## config.mk

```make
export PLATFORM = sky130hd
export DESIGN_NAME = input_conditioner
export DESIGN_NICKNAME = d
export VERILOG_FILES = /design/src/rtl/input_conditioner.sv
export SDC_FILE = /design/constraint.sdc
export NUM_CORES = 1
export LEC_CHECK = 0
export CAP_MARGIN = 40
export CORE_MARGIN = 2
export CORE_UTILIZATION = 35
export DETAILED_ROUTE_END_ITERATION = 10
export PLACE_DENSITY_LB_ADDON = 0.1
export SLEW_MARGIN = 40
export SYNTH_ARGS = -nofsm -noshare
export SYNTH_HDL_FRONTEND = slang
export SYNTH_SLANG_ARGS = --single-unit
```

## constraint.sdc

```tcl
create_clock -name clk -period 5 [get_ports clk]
set_input_delay 0.75 -clock clk [delete_from_list [all_inputs] [get_ports clk]]
set_output_delay 0.75 -clock clk [all_outputs]
set_load 0.02 [all_outputs]
```

## src/rtl/input_conditioner.sv

```systemverilog
// input_conditioner: raw board buttons -> moveLeft / moveRight / laserOn for the game RAM.
// Each button runs through a 2-FF synchroniser and a debouncer. Left/right are arbitrated so
// that both pressed yields neither. The fire button triggers a one-shot laser pulse followed
// by a cooldown window.
// Build option: define AUTOFIRE_EN to make a held fire button re-fire after every cooldown.
//
// state | meaning
// IDLE  | waiting for a fire trigger, laserOn low
// FIRE  | laserOn high, tmr counts the hold window
// COOL  | laserOn low, tmr counts the cooldown, fire ignored
module input_conditioner #(
  parameter int DEBOUNCE_CYCLES = 250000,
  parameter int LASER_HOLD      = 1024,
  parameter int COOLDOWN_CYCLES = 5000000,
  parameter int CNT_WIDTH       = 24
) (
  input  logic       clk,
  input  logic       reset_n,
  input  logic       btnLeft,
  input  logic       btnRight,
  input  logic       btnFire,
  output logic       moveLeft,
  output logic       moveRight,
  output logic       laserOn,
  output logic [7:0] shotCount
);

  localparam logic [CNT_WIDTH-1:0] CNT_ONE   = CNT_WIDTH'(1);
  localparam logic [CNT_WIDTH-1:0] DB_LAST   = CNT_WIDTH'(DEBOUNCE_CYCLES - 1);
  localparam logic [CNT_WIDTH-1:0] HOLD_LAST = CNT_WIDTH'(LASER_HOLD - 1);
  localparam logic [CNT_WIDTH-1:0] COOL_LAST = CNT_WIDTH'(COOLDOWN_CYCLES - 1);

  typedef enum logic [1:0] {
    IDLE = 2'b00,
    FIRE = 2'b01,
    COOL = 2'b10
  } state_t;

  // bit 0 = left, bit 1 = right, bit 2 = fire
  logic [2:0]           raw;
  logic [2:0]           s1;
  logic [2:0]           s2;
  logic [2:0]           db;
  logic [CNT_WIDTH-1:0] db_cnt [3];

  state_t               state;
  state_t               state_nxt;
  logic [CNT_WIDTH-1:0] tmr;
  logic [CNT_WIDTH-1:0] tmr_nxt;
  logic                 laser_nxt;
  logic [7:0]           shot_nxt;
  logic                 trigger;

  assign raw = {btnFire, btnRight, btnLeft};

  // Two-stage synchroniser for the asynchronous buttons.
  always_ff @(posedge clk or negedge reset_n) begin
    if (!reset_n) begin
      s1 <= '0;
      s2 <= '0;
    end else begin
      s1 <= raw;
      s2 <= s1;
    end
  end

  // Debounce: accept a new level only after DEBOUNCE_CYCLES consecutive disagreeing cycles.
  always_ff @(posedge clk or negedge reset_n) begin
    if (!reset_n) begin
      db <= '0;
      for (int i = 0; i < 3; i++) db_cnt[i] <= '0;
    end else begin
      for (int i = 0; i < 3; i++) begin
        if (s2[i] == db[i]) begin
          db_cnt[i] <= '0;
        end else if (db_cnt[i] == DB_LAST) begin
          db[i]     <= s2[i];
          db_cnt[i] <= '0;
        end else begin
          db_cnt[i] <= db_cnt[i] + CNT_ONE;
        end
      end
    end
  end

  // Mutually exclusive move levels, one edge after the debounced states.
  always_ff @(posedge clk or negedge reset_n) begin
    if (!reset_n) begin
      moveLeft  <= 1'b0;
      moveRight <= 1'b0;
    end else begin
      moveLeft  <= db[0] & ~db[1];
      moveRight <= db[1] & ~db[0];
    end
  end

`ifdef AUTOFIRE_EN
  assign trigger = db[2];
`else
  logic db_f_d;

  // Delayed fire level for rise detection; runs in every FSM state so a press that began
  // during cooldown has already been consumed when the FSM returns to IDLE.
  always_ff @(posedge clk or negedge reset_n) begin
    if (!reset_n) db_f_d <= 1'b0;
    else          db_f_d <= db[2];
  end

  assign trigger = db[2] & ~db_f_d;
`endif

  // FSM state, timer and registered outputs.
  always_ff @(posedge clk or negedge reset_n) begin
    if (!reset_n) begin
      state     <= IDLE;
      tmr       <= '0;
      laserOn   <= 1'b0;
      shotCount <= 8'd0;
    end else begin
      state     <= state_nxt;
      tmr       <= tmr_nxt;
      laserOn   <= laser_nxt;
      shotCount <= shot_nxt;
    end
  end

  // Next-state and timer logic.
  always_comb begin
    state_nxt = state;
    tmr_nxt   = tmr;
    case (state)
      IDLE: begin
        if (trigger) begin
          state_nxt = FIRE;
          tmr_nxt   = '0;
        end
      end
      FIRE: begin
        if (tmr == HOLD_LAST) begin
          state_nxt = COOL;
          tmr_nxt   = '0;
        end else begin
          tmr_nxt = tmr + CNT_ONE;
        end
      end
      COOL: begin
        if (tmr == COOL_LAST) begin
          state_nxt = IDLE;
          tmr_nxt   = '0;
        end else begin
          tmr_nxt = tmr + CNT_ONE;
        end
      end
      default: begin
        state_nxt = IDLE;
        tmr_nxt   = '0;
      end
    endcase
  end

  // Output logic: laser level and shot counter (wraps silently at 255).
  always_comb begin
    laser_nxt = laserOn;
    shot_nxt  = shotCount;
    case (state)
      IDLE: begin
        if (trigger) begin
          laser_nxt = 1'b1;
          shot_nxt  = shotCount + 8'd1;
        end
      end
      FIRE: begin
        if (tmr == HOLD_LAST) laser_nxt = 1'b0;
      end
      COOL: laser_nxt = 1'b0;
      default: laser_nxt = 1'b0;
    endcase
  end

endmodule

```

==> results of run 1 <==
worst max-delay path, stage by stage (launching register included):
cell,delay [ns]
dfrtp_1,0.44
or4_1,0.60
nor4_4,0.29
a21boi_2,0.16
a221oi_4,0.51
buf_4,0.26
nor2_1,0.06
logic make-up after synthesis:
logic type               synth area share [%]
adder cells (fa/ha/maj)                 1.740
AO/OA/AOI/OAI                           2.261
flip-flops                              51.75
AND/OR/NAND/NOR                         26.44
multiplexers                           0.7827
buffers and inverters                   2.261
XOR/XNOR                                14.76
stage by stage:
stage / hold slack (ns) / cells / setup WS (ns) / utilization [%]
3_3_place_gp: 0.3378 / 796 / 2.394 / 38.14
3_5_place_dp: 0.3465 / 798 / 2.604 / 38.30
2_1_floorplan: 0.3312 / 581 / 2.879 / -
6_report: 0.2795 / 830 / 2.552 / 42.45
5_1_grt: 0.3040 / 830 / 2.406 / 42.45
4_1_cts: 0.2802 / 830 / 2.546 / 42.38
final cells by class:
class / count / area, sq um
clock inverters: 8 / 140.1
inverters: 12 / 45.04
multi-input cells: 432 / 2665
fillers: 1596 / 9209
repair buffers: 19 / 181.4
clock buffers: 24 / 511.7
well taps: 216 / 270.3
flip-flops and latches: 119 / 2978
routing by layer:
| layer | part of all wire [%] | vias up | wire, um |
|---|---|---|---|
| met1 | 50 | 1979 | 5611 |
| met4 | 1.6 | 0 | 177 |
| met2 | 46 | 47 | 5167 |
| met3 | 2.8 | 16 | 312 |
| met5 | 0 | - | 0 |
| li1 | - | 2014 | - |
where the power goes:
part / internal [W] / switching [W]
logic: 0.0000107 / 0.0000334
clock network: 0.000910 / 0.000422
registers: 0.000973 / 0.00000727
path summary, 6_finish.rpt:
kind                                             end                 from  slack [ns]
worst max-delay path             tmr[18]$_DFFE_PN0P_  tmr[12]$_DFFE_PN0P_        2.55
worst min-delay path            db_cnt[41]$_DFF_PN0_              reset_n        0.28
worst max register to register   tmr[18]$_DFFE_PN0P_  tmr[12]$_DFFE_PN0P_        2.55
worst min register to register       s2[0]$_DFF_PN0_      s1[0]$_DFF_PN0_        0.36
max in group asynchronous       db_cnt[10]$_DFF_PN0_              reset_n        3.65
min in group clk                     s2[0]$_DFF_PN0_      s1[0]$_DFF_PN0_        0.36
state kept, by name, indices dropped and copies added (netlist names):
name / cells
state: 2
db_cnt: 72
s2: 3
moveRight: 1
shotCount: 8
db: 3
s1: 3
tmr: 24
moveLeft: 1
db_f_d: 1
laserOn: 1
cells in the final DEF, fill, tap and decap left out, types with 2 or more instances in the layout:
master / instances
and3_1: 7
nand4_1: 31
mux2_2: 4
buf_4: 4
nand3_1: 45
nor3_1: 9
a21oi_1: 2
and4_1: 8
clkdlybuf4s50_1: 14
clkbuf_16: 17
o21ai_0: 3
nand2_1: 45
dfrtp_1: 119
clkinv_2: 4
nor4b_1: 3
nor3_2: 2
xnor2_1: 44
nor4_1: 17
nor2_2: 3
nor2b_1: 2
clkbuf_8: 6
nand3b_1: 2
xor2_1: 53
or2_2: 3
bufinv_16: 4
a211oi_2: 2
inv_1: 12
or4_1: 4
nor2_1: 117
and2_1: 5
ha_1: 8
==> impl_metrics.ini, run 1 <==
[synth]
ys_ff_latch = 119
netlist.area_leader.share_pct = 51.75
ys_top_cells_by_count = 119 x dfrtp_1, 117 x nor2_1, 53 x xor2_1, 45 x nand2_1, 45 x nand3_1
synth_cell_types = 38
synth_ff_type = dfrtp_1
synth-edff-count = 0
netlist_area_sq_mm = 0.005754
syn-num-nets = 594
synth_area_leaders = dfrtp_1 52%, xor2_1 8.1%, nor2_1 7.6%
synthCells = 581
synth.most_common_cell = dfrtp_1
ys_warn_count = 0
synthArstFlopShare_pct = 100.0
yosysTopAreaCell = dfrtp_1
syn_avg_cell_area_sq_um = 9.904
yosysSeqAreaShare_pct = 51.75

[clock_tree]
cts_htree_levels = 4
cts_buffers = 17
cts_root_buf = clkbuf_16
clk_path_buf_depth = 2
hold_buffers = 0
clkSinkCount = 119
cts_tree = yes
clkSlewWorstSetupHoldPaths_ns = 0.06
clock_latency_ns = 0.41
cts_setup_buffers = 0
cts_resized = 0

[grt]
grtUsageTotal_pct = 13.95
grt_pass1_wl_um = 19760
antenna_found_initial = 0
grt_util_met3_pct = 4.037
grt_max_degree = 56
grt_util_met1_pct = 19.40
grt_pass1_vias = 3970
grt_use_met2_pct = 20.31
top_usage_layer = met2
grt_overflow = 0

[cells_and_area]
diodes = 0
drive_gt1_share_pct = 9.446
syn_to_final_growth_pct = 18.03
nets = 614
final_area_sq_mm = 0.006792

[die]
ioPinCount = 16
die-area_sq_mm = 0.01748
rows = 46
initial_core_util_pct = 35.96
coreArea_sq_mm = 0.01600
die_y_um = 132.2
dieWidth_um = 132.2

[detailed_routing]
num_vias = 4056
wl_per_cell_um = 13.57
drtPass1Iterations = 4
viasPerCell = 4.887
dr.first_iter.drc_count = 179
ant_nets = 0
drc = 0
wl_um = 11270

[sta]
slew_violations = 0
skew_ns = 0.006694
finalCriticalPeriod_ns = 2.448
fin_crit_sh_pct = 48.96
rsz0062_at_grt = no
relSlewSlack_pct = 46.81
final.setup.tns_ns = 0
worstMarginPinSlew_ns = 0.7906
fmax_mhz = 408.5
setup_viol = 0
finalHoldViolCount = 0

[power_and_ir_drop]
p_per_area_mw_per_mm2 = 347.0
leakagePower_nw = 2.866
power_w = 0.002357
irDropWorstVdd_mv = 0.2515

[critical_path]
cp-start-kind = flip-flop
critPathArrivalTime_ns = 2.75
required_ns = 5.30
cp-end-kind = flip-flop
ff2ff_path_depth = 6
path_max_fanout = 8
path_class = reg2reg

[min_path]
hold_class = in2async

[place]
routabilityCongestion = 0.7600
portBuffers = 15
hpwl_um = 7334
place_area_sq_mm = 0.006128

[run]
maxCapViolCount = 0

[run_status]
status = completed
No activity file was read; power rests on OpenSTA's default activity.
==> run 2: changes to the inputs <==
- clock period: 5 -> 2.1 ns (I/O delays scaled with it)
==> impl_metrics.ini, run 2 (same netlist as run 1, synthesis figures left out) <==
[run_status]
status = completed

[place]
routabilityCongestion = 0.7703
place_ws_ns = -0.08121
portBuffers = 15
hpwl_um = 7534
place_area_sq_mm = 0.006392

[die]
die-area_sq_mm = 0.01748
dieWidth_um = 132.2
initial_core_util_pct = 35.96
coreArea_sq_mm = 0.01600
die_y_um = 132.2
ioPinCount = 16
rows = 46

[sta]
finalHoldViolCount = 0
rsz0062_at_grt = yes
finalCriticalPeriod_ns = 2.100
skew_ns = 0.006573
slew_violations = 0
worst_slack_ns = 0.00005862
fmax_mhz = 476.2
fin_crit_sh_pct = 100.0
setup_viol = 0
hold_ws_ns = 0.3414
worstMarginPinSlew_ns = 0.4885
relSlewSlack_pct = 67.13

[critical_path]
cpPeakStageDelay_ns = 0.55
required_ns = 2.39
cp-start-kind = flip-flop
critPathArrivalTime_ns = 2.39
critPathBufInv = 2
cp-end-kind = flip-flop
path_class = reg2reg
path_max_fanout = 11
cp_top_family = simple AND/OR/NAND/NOR gates
cp_slowest_cell = or4_4
cp_cell_sequence = or4_4, nor4_4, a21boi_2, a221oi_4, buf_6, buf_16, nor2_1

[cells_and_area]
largest-register = db_cnt
top_regs = db_cnt: 72 flops, tmr: 24 flops, shotCount: 8 flops
fin_util_pct = 44.28
syn_to_final_growth_pct = 23.11
final_cell_mix = 119 x dfrtp_1, 117 x nor2_1, 53 x xor2_1
largest_reg_flops = 72
diodes = 0
final_common_cell = dfrtp_1
drive_gt1_share_pct = 13.66
nets = 645
final_area_sq_mm = 0.007084

[grt]
grt_pass1_vias = 4083
grt_util_met3_pct = 3.345
grtUsageTotal_pct = 14.06
grt_util_met1_pct = 19.65
antenna_found_initial = 0
top_usage_layer = met2
grt_max_degree = 54
grt_pass1_wl_um = 19770
grt_overflow = 0
grt_use_met2_pct = 20.78

[detailed_routing]
drtPass1Iterations = 4
dr.first_iter.drc_count = 230
num_vias = 4127
drc = 0
wl_um = 11360
viasPerCell = 4.799
wl_per_cell_um = 13.21
ant_nets = 0

[clock_tree]
clkSinkCount = 119
cts_htree_levels = 4
cts_buffers = 17
cts_tree = yes
clk_path_buf_depth = 2
clock_latency_ns = 0.41
clkSlewWorstSetupHoldPaths_ns = 0.05
cts_root_buf = clkbuf_16

[power_and_ir_drop]
leakagePower_nw = 3.036
irDropWorstVdd_mv = 0.6366
p_per_area_mw_per_mm2 = 772.7

[min_path]
hold_class = in2reg

[run]
maxCapViolCount = 0
## run 2: cell count changes in the layout (fill, tap and decap cells not counted), sizes merged
cell         before  now
dlygate4sd3       0    1
clkinvlp          0    1
bufinv            4    3
buf               5   35
clkbuf           24   23
## run 2: routing by layer
| metal | up-vias | wire length, um | part of all wire [%] |
|---|---|---|---|
| met5 | - | 0 | 0 |
| met4 | 0 | 159 | 1.4 |
| met3 | 10 | 327 | 2.9 |
| met2 | 42 | 5078 | 45 |
| met1 | 1997 | 5798 | 51 |
| li1 | 2078 | - | - |
## run 2: through the flow
stage                     cells  power (W)  setup TNS, ns
after floorplan             581   0.002414              0
after global placement      826   0.002499        -0.1428
after detailed placement    826   0.002501         -1.521
after CTS                   860   0.005575        -0.1746
after global routing        860   0.005695         -2.479
final                       860   0.005474              0
## run 2: worst reg2reg max path: stages, from the launching register on
cell      delay [ns]
dfrtp_1         0.38
or4_4           0.55
nor4_4          0.28
a21boi_2        0.14
a221oi_4        0.29
buf_6           0.16
buf_16          0.14
nor2_1          0.05
## run 2: report_power, final
group / total (W) / switching [W] / leakage (nW) / internal (W)
Combinational: 0.000125 / 0.0000829 / 1.08 / 0.0000417
Sequential: 0.00233 / 0.0000170 / 1.64 / 0.00232
Clock: 0.00302 / 0.000977 / 0.311 / 0.00204
## run 2: repair_timing
item / 4_1_cts / 5_1_grt
pin swaps: 8 / 4
setup endpoints to repair: 25 / 27
hold endpoints to repair: 28 / 0
buffers inserted: 1 / 0
cloned: 1 / 0
hold buffers: 1 / 0
resized for setup: 3 / 3
## run 2: final cells by class
class | instances | area (sq um)
Fill cell | 1568 | 8916
Sequential cell | 119 | 2978
Multi-Input combinational cell | 432 | 2666
Clock buffer | 23 | 508.0
Timing Repair Buffer | 50 | 499.2
Tap cell | 216 | 270.3
Clock inverter | 8 | 117.6
Inverter | 12 | 45.04
## run 2: worst paths after layout
kind / from / to / slack, ns / cells past startpoint
min reg2reg: s1[1]$_DFF_PN0_ / s2[1]$_DFF_PN0_ / 0.35 / 0
min in group asynchronous: reset_n / db_cnt[41]$_DFF_PN0_ / 0.38 / 2
min: btnRight / s1[1]$_DFF_PN0_ / 0.34 / 1
max: tmr[20]$_DFFE_PN0P_ / tmr[23]$_DFFE_PN0P_ / 0.00006 / 7
max reg2reg: tmr[20]$_DFFE_PN0P_ / tmr[23]$_DFFE_PN0P_ / 0.00006 / 7
max in group asynchronous: reset_n / db_cnt[52]$_DFF_PN0_ / 1.10 / 3
==> run 3: changes to the inputs <==
- CORE_UTILIZATION: 35 -> 56
- GPL_TIMING_DRIVEN: unset -> 0
- SKIP_LAST_GASP: unset -> 1
==> impl_metrics.ini, run 3 (same netlist as run 1, synthesis figures left out) <==
[critical_path]
required_ns = 2.52
cp-end-kind = flip-flop
cp-start-kind = flip-flop
path_max_fanout = 5
path_class = reg2reg
critPathArrivalTime_ns = 2.62

[sta]
finalHoldViolCount = 0
rsz0062_at_grt = yes
finalCriticalPeriod_ns = 2.202
worstMarginPinSlew_ns = 0.5841
fin_crit_sh_pct = 104.9
fmax_mhz = 454.1
slew_violations = 0
relSlewSlack_pct = 60.85
skew_ns = 0.008823
worst_slack_ns = -0.1020
setup_viol = 22

[place]
dp.cells = 733
hpwl_um = 7286
place_area_sq_mm = 0.006115
routabilityCongestion = 0.7900
portBuffers = 15
place_ws_ns = -0.2536

[power_and_ir_drop]
p_int_w = 0.004045
combPwrFrac_pct = 2.2
leakagePower_nw = 2.908
p_clk_share_pct = 53.1
switchingPower_w = 0.001168
power_w = 0.005213
p_sw_share_pct = 22.41
p_per_area_mw_per_mm2 = 754.1
p_seq_share_pct = 44.7
irDropWorstVdd_mv = 0.5443

[detailed_routing]
viasPerCell = 5.451
wl_per_cell_um = 14.31
ant_nets = 0
drtPass1Iterations = 4
drc = 0
num_vias = 4208
wl_um = 11050
dr.first_iter.drc_count = 216

[cells_and_area]
drive_gt1_share_pct = 15.09
fin_util_pct = 68.18
nFillCells = 772
diodes = 0
top_regs = db_cnt: 72 flops, tmr: 24 flops, shotCount: 8 flops
final_cells = 772
final_cell_mix = 117 x dfrtp_1, 109 x nor2_1, 53 x xor2_1
final_common_cell = dfrtp_1
syn_to_final_growth_pct = 20.13
largest_reg_flops = 72
final_area_sq_mm = 0.006913
nets = 636
largest-register = db_cnt

[grt]
antenna_found_initial = 0
grt_pass1_wl_um = 19290
grt_pass1_vias = 4238
grtUsageTotal_pct = 21.90
grt_max_degree = 62
grt_overflow = 0

[clock_tree]
clk_path_buf_depth = 2
cts_htree_levels = 4
cts_tree = yes
cts_buffers = 17
clkSlewWorstSetupHoldPaths_ns = 0.06
cts_root_buf = clkbuf_8
clkSinkCount = 119
clock_latency_ns = 0.53

[die]
ioPinCount = 16
initial_core_util_pct = 56.76
rows = 37
dieWidth_um = 105.4
coreArea_sq_mm = 0.01014
die-area_sq_mm = 0.01110
die_y_um = 105.4

[run_status]
violations = negative setup slack
status = finished with violations

[min_path]
hold_class = in2reg

[run]
maxCapViolCount = 0
run 3: cell count changes in the layout (fill, tap and decap cells not counted), sizes merged:
cell and delta:
bufinv -1, buf -17, clkinv +2, clkinvlp +1
clkbuf +3, inv +4
run 3: cell type report:
cell class | instances | area [sq um] | area share [%]
sequential | 119 | 2980 | 43.11
timing repair buffer | 28 | 290.3 | 4.199
tap | 136 | 170.2 | 2.462
inverter | 12 | 45.04 | 0.6516
clock inverter | 14 | 147.6 | 2.136
buffer | 13 | 78.83 | 1.140
multi-input combinational | 432 | 2783 | 40.25
clock buffer | 18 | 417.9 | 6.045
run 3: metal layers:
metal	share of wire, %	track usage (%)
met1	45	27.03
met2	50	36.50
met3	2.9	5.937
met4	1.6	8.857
met5	0	0
run 3: worst paths after layout:
check | start | endpoint | slack, ns | cells past startpoint
setup reg to reg | tmr[10]$_DFFE_PN0P_ | tmr[15]$_DFFE_PN0P_ | -0.10 | 7
setup / recovery | tmr[10]$_DFFE_PN0P_ | tmr[15]$_DFFE_PN0P_ | -0.10 | 7
min in group asynchronous | reset_n | db_cnt[35]$_DFF_PN0_ | 0.29 | 2
max in group asynchronous | reset_n | tmr[11]$_DFFE_PN0P_ | 1.15 | 3
hold reg to reg | s1[0]$_DFF_PN0_ | s2[0]$_DFF_PN0_ | 0.35 | 0
hold / removal | btnFire | s1[2]$_DFF_PN0_ | 0.22 | 1
run 3: through the flow:
stage	hold slack, ns	TNS, ns
final	0.2176	-1.871
after floorplan	0.01941	0
after detailed placement	0.2737	-12.69
after CTS	0.1953	-1.071
after global routing	0.2049	-3.767
after global placement	0.3360	-458.37
run 3: power by group through the flow:
| stage | Combinational (W) | Clock (W) | Sequential, W |
|---|---|---|---|
| finish | 0.000116 | 0.00277 | 0.00233 |
| global route | 0.000138 | 0.00292 | 0.00233 |
| CTS | 0.000122 | 0.00282 | 0.00233 |
| detailed placement | 0.000118 | 0 | 0.00237 |
| global placement | 0.000109 | 0 | 0.00237 |
| floorplan | 0.0000461 | 0 | 0.00237 |
run 3: critical path, cell delays in order (launching register included):
cell and delay [ns]:
dfrtp_1 0.38, or4_4 0.55, nor4_4 0.32, nand2_2 0.15, a221oi_4 0.37, buf_6 0.17, buf_6 0.11, nor2_1 0.05
run 3: repair_timing:
item,CTS,global route
hold endpoints to repair,60,0
setup buffers,6,3
cloned,2,0
setup endpoints to repair,63,70
pin swaps,15,2
gates resized for setup,21,22
hold buffers,1,0
